$ cat config.mk
export PLATFORM = sky130hd
export DESIGN_NAME = polyadd_ctrl
export DESIGN_NICKNAME = d
export VERILOG_FILES = /design/src/rtl/polyadd_ctrl.sv
export SDC_FILE = /design/constraint.sdc
export NUM_CORES = 1
export LEC_CHECK = 0
export ABC_AREA = 1
export CAP_MARGIN = 20
export CORE_MARGIN = 2
export CORE_UTILIZATION = 57
export DETAILED_ROUTE_END_ITERATION = 6
export GPL_TIMING_DRIVEN = 0
export PLACE_DENSITY = 0.9
export SYNTH_ARGS = -nofsm -noshare
export SYNTH_HDL_FRONTEND = slang
export SYNTH_SLANG_ARGS = --single-unit
$ cat constraint.sdc
create_clock -name clk -period 6.05 [get_ports clk]
set_input_delay 0.9075 -clock clk [delete_from_list [all_inputs] [get_ports clk]]
set_output_delay 0.9075 -clock clk [all_outputs]
set_load 0.01 [all_outputs]
$ cat src/rtl/polyadd_ctrl.sv
// Pointwise modular add/sub sequencer: C[k] = (A[k] +/- B[k]) mod Q for k = 0..len-1.
// Latency: RD_LAT+1 cycles from read strobe to write strobe; one coefficient per cycle sustained.
// Backpressure: none; banks must accept one read and one write per cycle, start is only taken in IDLE.
//
// Ports:
//   clk, rst             clock, synchronous active-high reset
//   i_start/i_sub/i_len  job request; sub-select and length are latched when start is accepted
//   o_busy/o_done        busy from accepted start through the last write, done pulses one cycle after it
//   o_rd_en/o_rd_addr    shared read strobe/address to the A and B banks
//   i_rd_a/i_rd_b        bank read data, valid RD_LAT cycles after o_rd_en
//   o_wr_en/o_wr_addr/o_wr_data  write port to the C bank
module polyadd_ctrl #(
    parameter int COE_WIDTH = 39,
    parameter int Q_TYPE    = 0,
    parameter int LOG_N     = 12,
    parameter int RD_LAT    = 1
) (
    input  logic                 clk,
    input  logic                 rst,
    input  logic                 i_start,
    input  logic                 i_sub,
    input  logic [LOG_N:0]       i_len,
    output logic                 o_busy,
    output logic                 o_done,
    output logic                 o_rd_en,
    output logic [LOG_N-1:0]     o_rd_addr,
    input  logic [COE_WIDTH-1:0] i_rd_a,
    input  logic [COE_WIDTH-1:0] i_rd_b,
    output logic                 o_wr_en,
    output logic [LOG_N-1:0]     o_wr_addr,
    output logic [COE_WIDTH-1:0] o_wr_data
);

    // Residue-domain moduli selectable by Q_TYPE.
    localparam logic [63:0] Q0_C  = 64'd549755809793;
    localparam logic [63:0] Q1_C  = 64'd549755797505;
    localparam logic [63:0] Q2_C  = 64'd274877890561;
    localparam logic [63:0] Q_SEL = (Q_TYPE == 1) ? Q1_C : ((Q_TYPE == 2) ? Q2_C : Q0_C);
    localparam logic [COE_WIDTH-1:0] Q = Q_SEL[COE_WIDTH-1:0];

    localparam logic [1:0] S_IDLE  = 2'd0;
    localparam logic [1:0] S_RUN   = 2'd1;
    localparam logic [1:0] S_DRAIN = 2'd2;
    localparam logic [1:0] S_DONE  = 2'd3;

    logic [1:0]              r_state;
    logic                    r_sub;
    logic [LOG_N:0]          r_len;
    // One bit wider than the address so a full 2^LOG_N job does not wrap early.
    logic [LOG_N:0]          r_rd_cnt;
    logic [LOG_N:0]          r_wr_cnt;

    logic [RD_LAT-1:0]            r_vld_sr;
    logic [RD_LAT-1:0][LOG_N-1:0] r_addr_sr;

    logic                    r_wr_en;
    logic [LOG_N-1:0]        r_wr_addr;
    logic [COE_WIDTH-1:0]    r_wr_data;

    logic [LOG_N:0]          w_wr_cnt_nxt;
    logic                    w_rd_last;
    logic [COE_WIDTH-1:0]    w_b_eff;
    logic [COE_WIDTH:0]      w_sum;
    logic                    w_ge_q;
    logic [COE_WIDTH-1:0]    w_res;

    assign o_busy    = (r_state == S_RUN) || (r_state == S_DRAIN);
    assign o_done    = (r_state == S_DONE);
    assign o_rd_en   = (r_state == S_RUN);
    assign o_rd_addr = r_rd_cnt[LOG_N-1:0];
    assign o_wr_en   = r_wr_en;
    assign o_wr_addr = r_wr_addr;
    assign o_wr_data = r_wr_data;

    // Look ahead one write so DONE lands the cycle right after the last write.
    assign w_wr_cnt_nxt = r_wr_cnt + {{LOG_N{1'b0}}, r_wr_en};
    assign w_rd_last    = (r_rd_cnt == (r_len - 1'b1));

    // Subtraction as addition of the negated operand; -0 stays 0 so the sum is < 2Q.
    assign w_b_eff = r_sub ? ((i_rd_b == '0) ? '0 : (Q - i_rd_b)) : i_rd_b;
    assign w_sum   = {1'b0, i_rd_a} + {1'b0, w_b_eff};
    assign w_ge_q  = (w_sum >= {1'b0, Q});
    // When sum >= Q the true difference fits in COE_WIDTH bits, so the low bits suffice.
    assign w_res   = w_ge_q ? (w_sum[COE_WIDTH-1:0] - Q) : w_sum[COE_WIDTH-1:0];

    always_ff @(posedge clk) begin
        if (rst) begin
            r_state  <= S_IDLE;
            r_sub    <= 1'b0;
            r_len    <= '0;
            r_rd_cnt <= '0;
            r_wr_cnt <= '0;
        end else begin
            case (r_state)
                S_IDLE: begin
                    if (i_start) begin
                        r_sub    <= i_sub;
                        r_len    <= i_len;
                        r_rd_cnt <= '0;
                        r_wr_cnt <= '0;
                        // An empty job skips the reads but still spends one busy
                        // cycle in DRAIN, where the zero write count completes it.
                        r_state  <= (i_len == '0) ? S_DRAIN : S_RUN;
                    end
                end
                S_RUN: begin
                    r_rd_cnt <= r_rd_cnt + 1'b1;
                    r_wr_cnt <= w_wr_cnt_nxt;
                    if (w_rd_last) begin
                        r_state <= S_DRAIN;
                    end
                end
                S_DRAIN: begin
                    r_wr_cnt <= w_wr_cnt_nxt;
                    if (w_wr_cnt_nxt == r_len) begin
                        r_state <= S_DONE;
                    end
                end
                default: begin
                    r_state <= S_IDLE;
                end
            endcase
        end
    end

    // Valid/address travel alongside the bank access so they meet the returned data.
    always_ff @(posedge clk) begin
        if (rst) begin
            r_vld_sr  <= '0;
            r_addr_sr <= '0;
            r_wr_en   <= 1'b0;
            r_wr_addr <= '0;
            r_wr_data <= '0;
        end else begin
            r_vld_sr[0]  <= o_rd_en;
            r_addr_sr[0] <= o_rd_addr;
            for (int i = 1; i < RD_LAT; i++) begin
                r_vld_sr[i]  <= r_vld_sr[i-1];
                r_addr_sr[i] <= r_addr_sr[i-1];
            end
            r_wr_en <= r_vld_sr[RD_LAT-1];
            if (r_vld_sr[RD_LAT-1]) begin
                r_wr_addr <= r_addr_sr[RD_LAT-1];
                r_wr_data <= w_res;
            end
        end
    end

endmodule
======== Word level (Yosys, flattened, before mapping) ========
Cells that the tools add are included.
cells by class
  reductions and logical operators ........ 11
  $lt $le $gt $ge ......................... 1
  eq/ne operators ......................... 8
  $add $sub $neg .......................... 6
  muxes and demuxes ....................... 11
operators with widths
  kind                      number
  $mux W39                  3
  $pmux W13 S2              2
  $add A39 B39 Y40          1
  $ge A40 B39 Y1 const B    1
  $logic_not A39 Y1         1
  $sub A39 B39 Y39 const A  1
  $sub A39 B39 Y39 const B  1
  $eq A13 B13 Y1            2
  $add A13 B1 Y13           1
  $add A13 B1 Y13 const B   1
  $logic_not A13 Y1         1
  $mux W13                  1
  $sub A13 B1 Y13 const B   1
  $mux W2                   4
  $pmux W2 S3               1
  $reduce_and A2 Y1         3
  $eq A2 B2 Y1 const B      2
  $ne A2 B1 Y1 const B      2
  $reduce_bool A2 Y1        2
  $reduce_and A3 Y1         1
  $eq A2 B1 Y1 const B      1
  $logic_not A2 Y1          1
  $ne A2 B2 Y1 const B      1
  $reduce_or A2 Y1          1
  $logic_or A1 B1 Y1        1
storage, ports and cells
  input bits .............................. 95
  output and inout port bits .............. 67
  bits in registers ....................... 107
  logic and storage cells ................. 47

======== Logic depth before layout (Yosys ltp) ========
  depth in word-level cells ............... 6
  gate-level depth with buffers ........... 39
  gate-level depth less buffers ........... 38

======== Worst setup path after synthesis ========
Ideal clock, no wire load.
  kind .................................... input port to flip-flop
  from .................................... in i_rd_b[2]
  to ...................................... reg r_wr_data[36] (netlist: o_wr_data[36])
  library setup time ...................... 0.128 ns
  required time ........................... 5.922 ns
  setup slack ............................. 1.255 ns
  stages on the path ...................... 37
  arrival time ............................ 4.666 ns
  buffers on the path ..................... 2
  path through ............................ inv_1 ha_1 inv_1 nor3_1 nor3b_1 nand2_1 o21ai_0 nor2_1 inv_1 o21ai_0 inv_1 a21oi_1 xor2_1 nor2_1 ha_1 nand2_1 inv_1 nand2_1 nand2_1 inv_1 nand2_1 a21oi_1 nand2_1 nand2_1 nand2_1 nor2_1 nand2_1 inv_2 nand2_1 nor2_2 nand2_4 nand2_4 buf_6 buf_6 nand3_1 nand2_1 a21oi_1
between the ends
  longest elaborated chain between the ends .. 6
  elaborated cells on any way between the ends .. 8
  those cells by class .................... add/sub (3); order compare (1); mux (3); reduce/logical (1)
ends and longest elaborated chain
  element                                                line    text
  start, declared                                        28      input logic [COE_WIDTH-1:0] i_rd_b,
  $sub A39 B39 Y39 or $logic_not A39 Y1 (tied branches)  80      assign w_b_eff = r_sub ? ((i_rd_b == '0) ? '0 : (Q - i_rd_b)) : i_rd_b;
  $mux W39                                               80
  $mux W39 (*)                                           80
  $add A39 B39 Y40 (*)                                   81      assign w_sum = {1'b0, i_rd_a} + {1'b0, w_b_eff};
  $sub A39 B39 Y39 or $ge A40 B39 Y1 (tied branches)     84, 82
  $mux W39 (*)                                           84      assign w_res = w_ge_q ? (w_sum[COE_WIDTH-1:0] - Q) : w_sum[COE_WIDTH-1:0];
  end signal, assigned                                   144     r_wr_data <= w_res;
  end, declared                                          58      logic [COE_WIDTH-1:0] r_wr_data;
Mark *: on every way between the ends. The rest lies on a longest branch, timed or not.
A chain may end at the register's enable or synchronous reset.

======== Final worst setup path ========
  from .................................... in i_rd_b[1]
  to ...................................... reg r_wr_data[24] (netlist: o_wr_data[24])
The elaborated chain is that of the path after synthesis.

==> summary.md <==
| Metric | Value |
|---|---|
| Setup_tns | 0 ns |
| CTS tree | done |
| Kind of critical path | primary input to flop |
| Min-delay src | r_addr_sr[2] |
| Final hold viol count | 0 |
| CP max FO | 10 |
| Layer carrying the most global-route usage | met2 |
| Crit path top cell by count | nand2_1 |
| Final core utilization | 0.707 |
| DIE AREA | 21200 um^2 |
| Vias after detailed routing | 13700 |
| Area delta synth->final | 20.9% |
| Slowest-stage cell, CP | clkdlybuf4s50_1 |
| Initial DRC count | 1061 |
| Number of synthesized flops with an enable pin | 0 |
| GR Util met2 | 0.577 |
| Post-synthesis net count | 2181 |
| Cts hold-fix bufs | 0 |
| Clk sink count | 107 |
| Seq cells post-synth | 107 |
| Initial cell density of the core | 0.584 |
| Synthesized area | 11400 um^2 |
| Worst hold path class | flop to flop |
| Worst reg2reg setup slack | 0.70 ns |
| DR WL/cell | 15.4 um |
| Met1 usage | 0.459 |
| Critical Path AT | 6.00 ns |
| Status | complete, no violations |
| Global-route usage over all layers | 0.353 |
| Pins over their slew limit | 0 |
| CP Launch Type | primary input |
| Count leader, synth | nand2_1 |
| Final setup fails | 0 |
| Core ar. | 19500 um^2 |
| Peak VDD IR | 0.198 mV |
| Seq/Total Area, Yosys | 0.188 |
| Post-synthesis cell type count | 53 |
| Post-synth top cells | nand2_1 (589), nor2_1 (314), inv_1 (295) |
| Max-cap violations | 0 |
| Fin crit share | 0.951 |
| Placer Congestion | 0.973 |
| Largest cells by area after synthesis | nand2_1 (19%), dfxtp_1 (19%), nor2_1 (10%) |
| Hold Path End | o_wr_addr[2] |
| Wirelength, routed | 38200 um |
| Worst path required time | 6.30 ns |
| R2r startpoint | r_sub |
| Proportion of layout cells with a drive suffix above 1 | 0.0803 |
| R2r worst-path depth | 27 |
| TritonRoute pass-1 iters | 5 |
| Tmin final | 5.75 ns |
| Syn Area/Cell | 5.61 um^2 |
| Chip height | 145 um |
| Chip width | 145 um |
| Global route overflow | 0 |
| # DRC | 0 |
| Commonest register cell after synthesis | dfxtp_1 |
| Fin nets | 2358 |
| Worst Skew | 0.00954 ns |
| H-tree depth | 3 |
| CTS Buf Count | 9 |
| # fillers | 1785 |
| Setup crit end kind | flop |
| Finished Layout Cells | 2481 |
| Syn Inst Count | 2034 |
| Avg Vias per Cell | 5.51 |
| CP max stage delay | 0.44 ns |
| Leakage power | 6.81 nW |
| Clock latency on the worst-skew pair | 0.37 ns |
| Dpl cells | 2459 |
| Reg2reg end | o_wr_data[1] |
| Rel. slew slack | 0.345 |
| Sequential cell area | 2140 um^2 |
| Global-route wire length before repair | 61600 um |
| Post-route ant nets | 0 |
| Highest Clock Rate | 174 MHz |
| Syn. warnings | 0 |
| Power per cell area | 370 nW/um^2 |
| Largest area contributor in the netlist | nand2_1 |
| Ant diodes | 0 |
| Root Driver | clkbuf_16 |
| Antenna violations before repair | 0 |
| Area share of the largest cell type after synthesis | 0.194 |
| Global Route met3 Usage | 0.0542 |
| Port Buffer Count | 160 |
| Reg clk slew, reported paths | 0.07 ns |
| Largest net degree at the start of global routing | 20 |
| Dpl hpwl | 31400 um |
| Area of the multi-input gates | 7900 um^2 |
| Rows | 51 |
| Hold Crit Depth | 2 |
| Max Buffers Root-to-Sink | 2 |
| Vias in the first global route | 12800 |
| Worst Tran Pin Value | 0.982 ns |
| IO Pins | 162 |
| Async SR Flop Fraction | 0 |
==> area by class of cell <==
class | instances | area share
Inverter | 320 | 0.0873
Clock inverter | 6 | 0.00408
Multi-Input combinational cell | 1554 | 0.572
Tap cell | 265 | 0.0240
Clock buffer | 10 | 0.0166
Sequential cell | 107 | 0.155
Timing Repair Buffer | 166 | 0.119
Buffer | 53 | 0.0213
==> cells by family after synthesis <==
| kind of cell | synth area share |
|---|---|
| AOI/OAI and AO/OA | 0.105 |
| and+or+nand+nor | 0.466 |
| DFF | 0.188 |
| adders and majority gates | 0.0577 |
| xor gates and xnor gates | 0.0530 |
| buffers and inverters | 0.131 |
==> layer usage <==
metal	wire, um	share of wire
met1	16300	0.43
met2	17100	0.45
met3	3200	0.084
met4	1600	0.042
met5	0	0
==> metrics by stage <==
stage	cell area, um^2	hold slack, ns	total power, mW	setup WS (ns)
floorplan	11400	0.431	3.37	1.26
global placement	13300	0.440	4.30	-0.510
detailed placement	13300	0.448	4.38	-0.566
CTS	13600	0.464	4.97	0.00901
global route	13800	0.487	5.53	-0.00751
finish	13800	0.463	5.10	0.298
==> where the power goes <==
group / total, mW / internal [mW] / leakage (nW) / switching [mW]
clock: 0.575 / 0.288 / 0.137 / 0.287
combinational: 3.62 / 1.21 / 5.80 / 2.41
sequential: 0.910 / 0.817 / 0.871 / 0.0923
==> flip-flops by register name, summed over array words and instances (netlist names) <==
register,count
o_wr_data,39
r_len,13
r_rd_cnt,13
r_wr_cnt,13
o_wr_addr,12
r_addr_sr,12
r_state,2
o_wr_en,1
r_sub,1
r_vld_sr,1
==> how the worst max path moves through the flow <==
stage	from	to
floorplan	i_rd_b[2]	o_wr_data[36]
global placement	i_rd_b[26]	o_wr_data[1]
detailed placement	i_rd_b[1]	o_wr_data[1]
CTS	i_rd_b[1]	o_wr_data[24]
global route	i_rd_b[1]	o_wr_data[1]
finish	i_rd_b[1]	o_wr_data[24]
==> critical path: cells and delay by family <==
kind | cells | cell delay (ns)
adder cells (fa/ha/maj) | 2 | 0.45
buffers and inverters | 9 | 1.56
AND/OR/NAND/NOR | 23 | 3.05
==> layout by cell type, fill, tap and decap left out, types with 3 or more instances in the layout <==
master,instances
nor3_2,3
nand3_1,142
clkinv_1,3
o21bai_1,4
nand2_4,5
o211ai_2,14
clkbuf_1,31
buf_6,3
a21oi_2,6
nor3b_1,4
nor2_4,5
clkdlybuf4s50_1,160
inv_2,22
or2_2,6
xnor2_1,11
buf_4,19
dfxtp_1,107
nor2_1,308
ha_1,49
nand3_2,9
a21oi_1,85
buf_2,3
inv_1,294
xor2_1,58
nor3_1,40
nand2_1,587
nor4_1,10
clkbuf_16,9
nor2_2,16
nand2_2,38
nand3b_1,11
and3_1,3
nand4_1,29
o21ai_0,79
==> timing repair <==
item	in CTS	in global routing
pin swaps	1	2
resized for setup	4	28
hold endpoints to repair	0	0
endpoints found under the setup margin	39	39
buffers inserted	0	6
No activity file was read; power rests on OpenSTA's default activity.
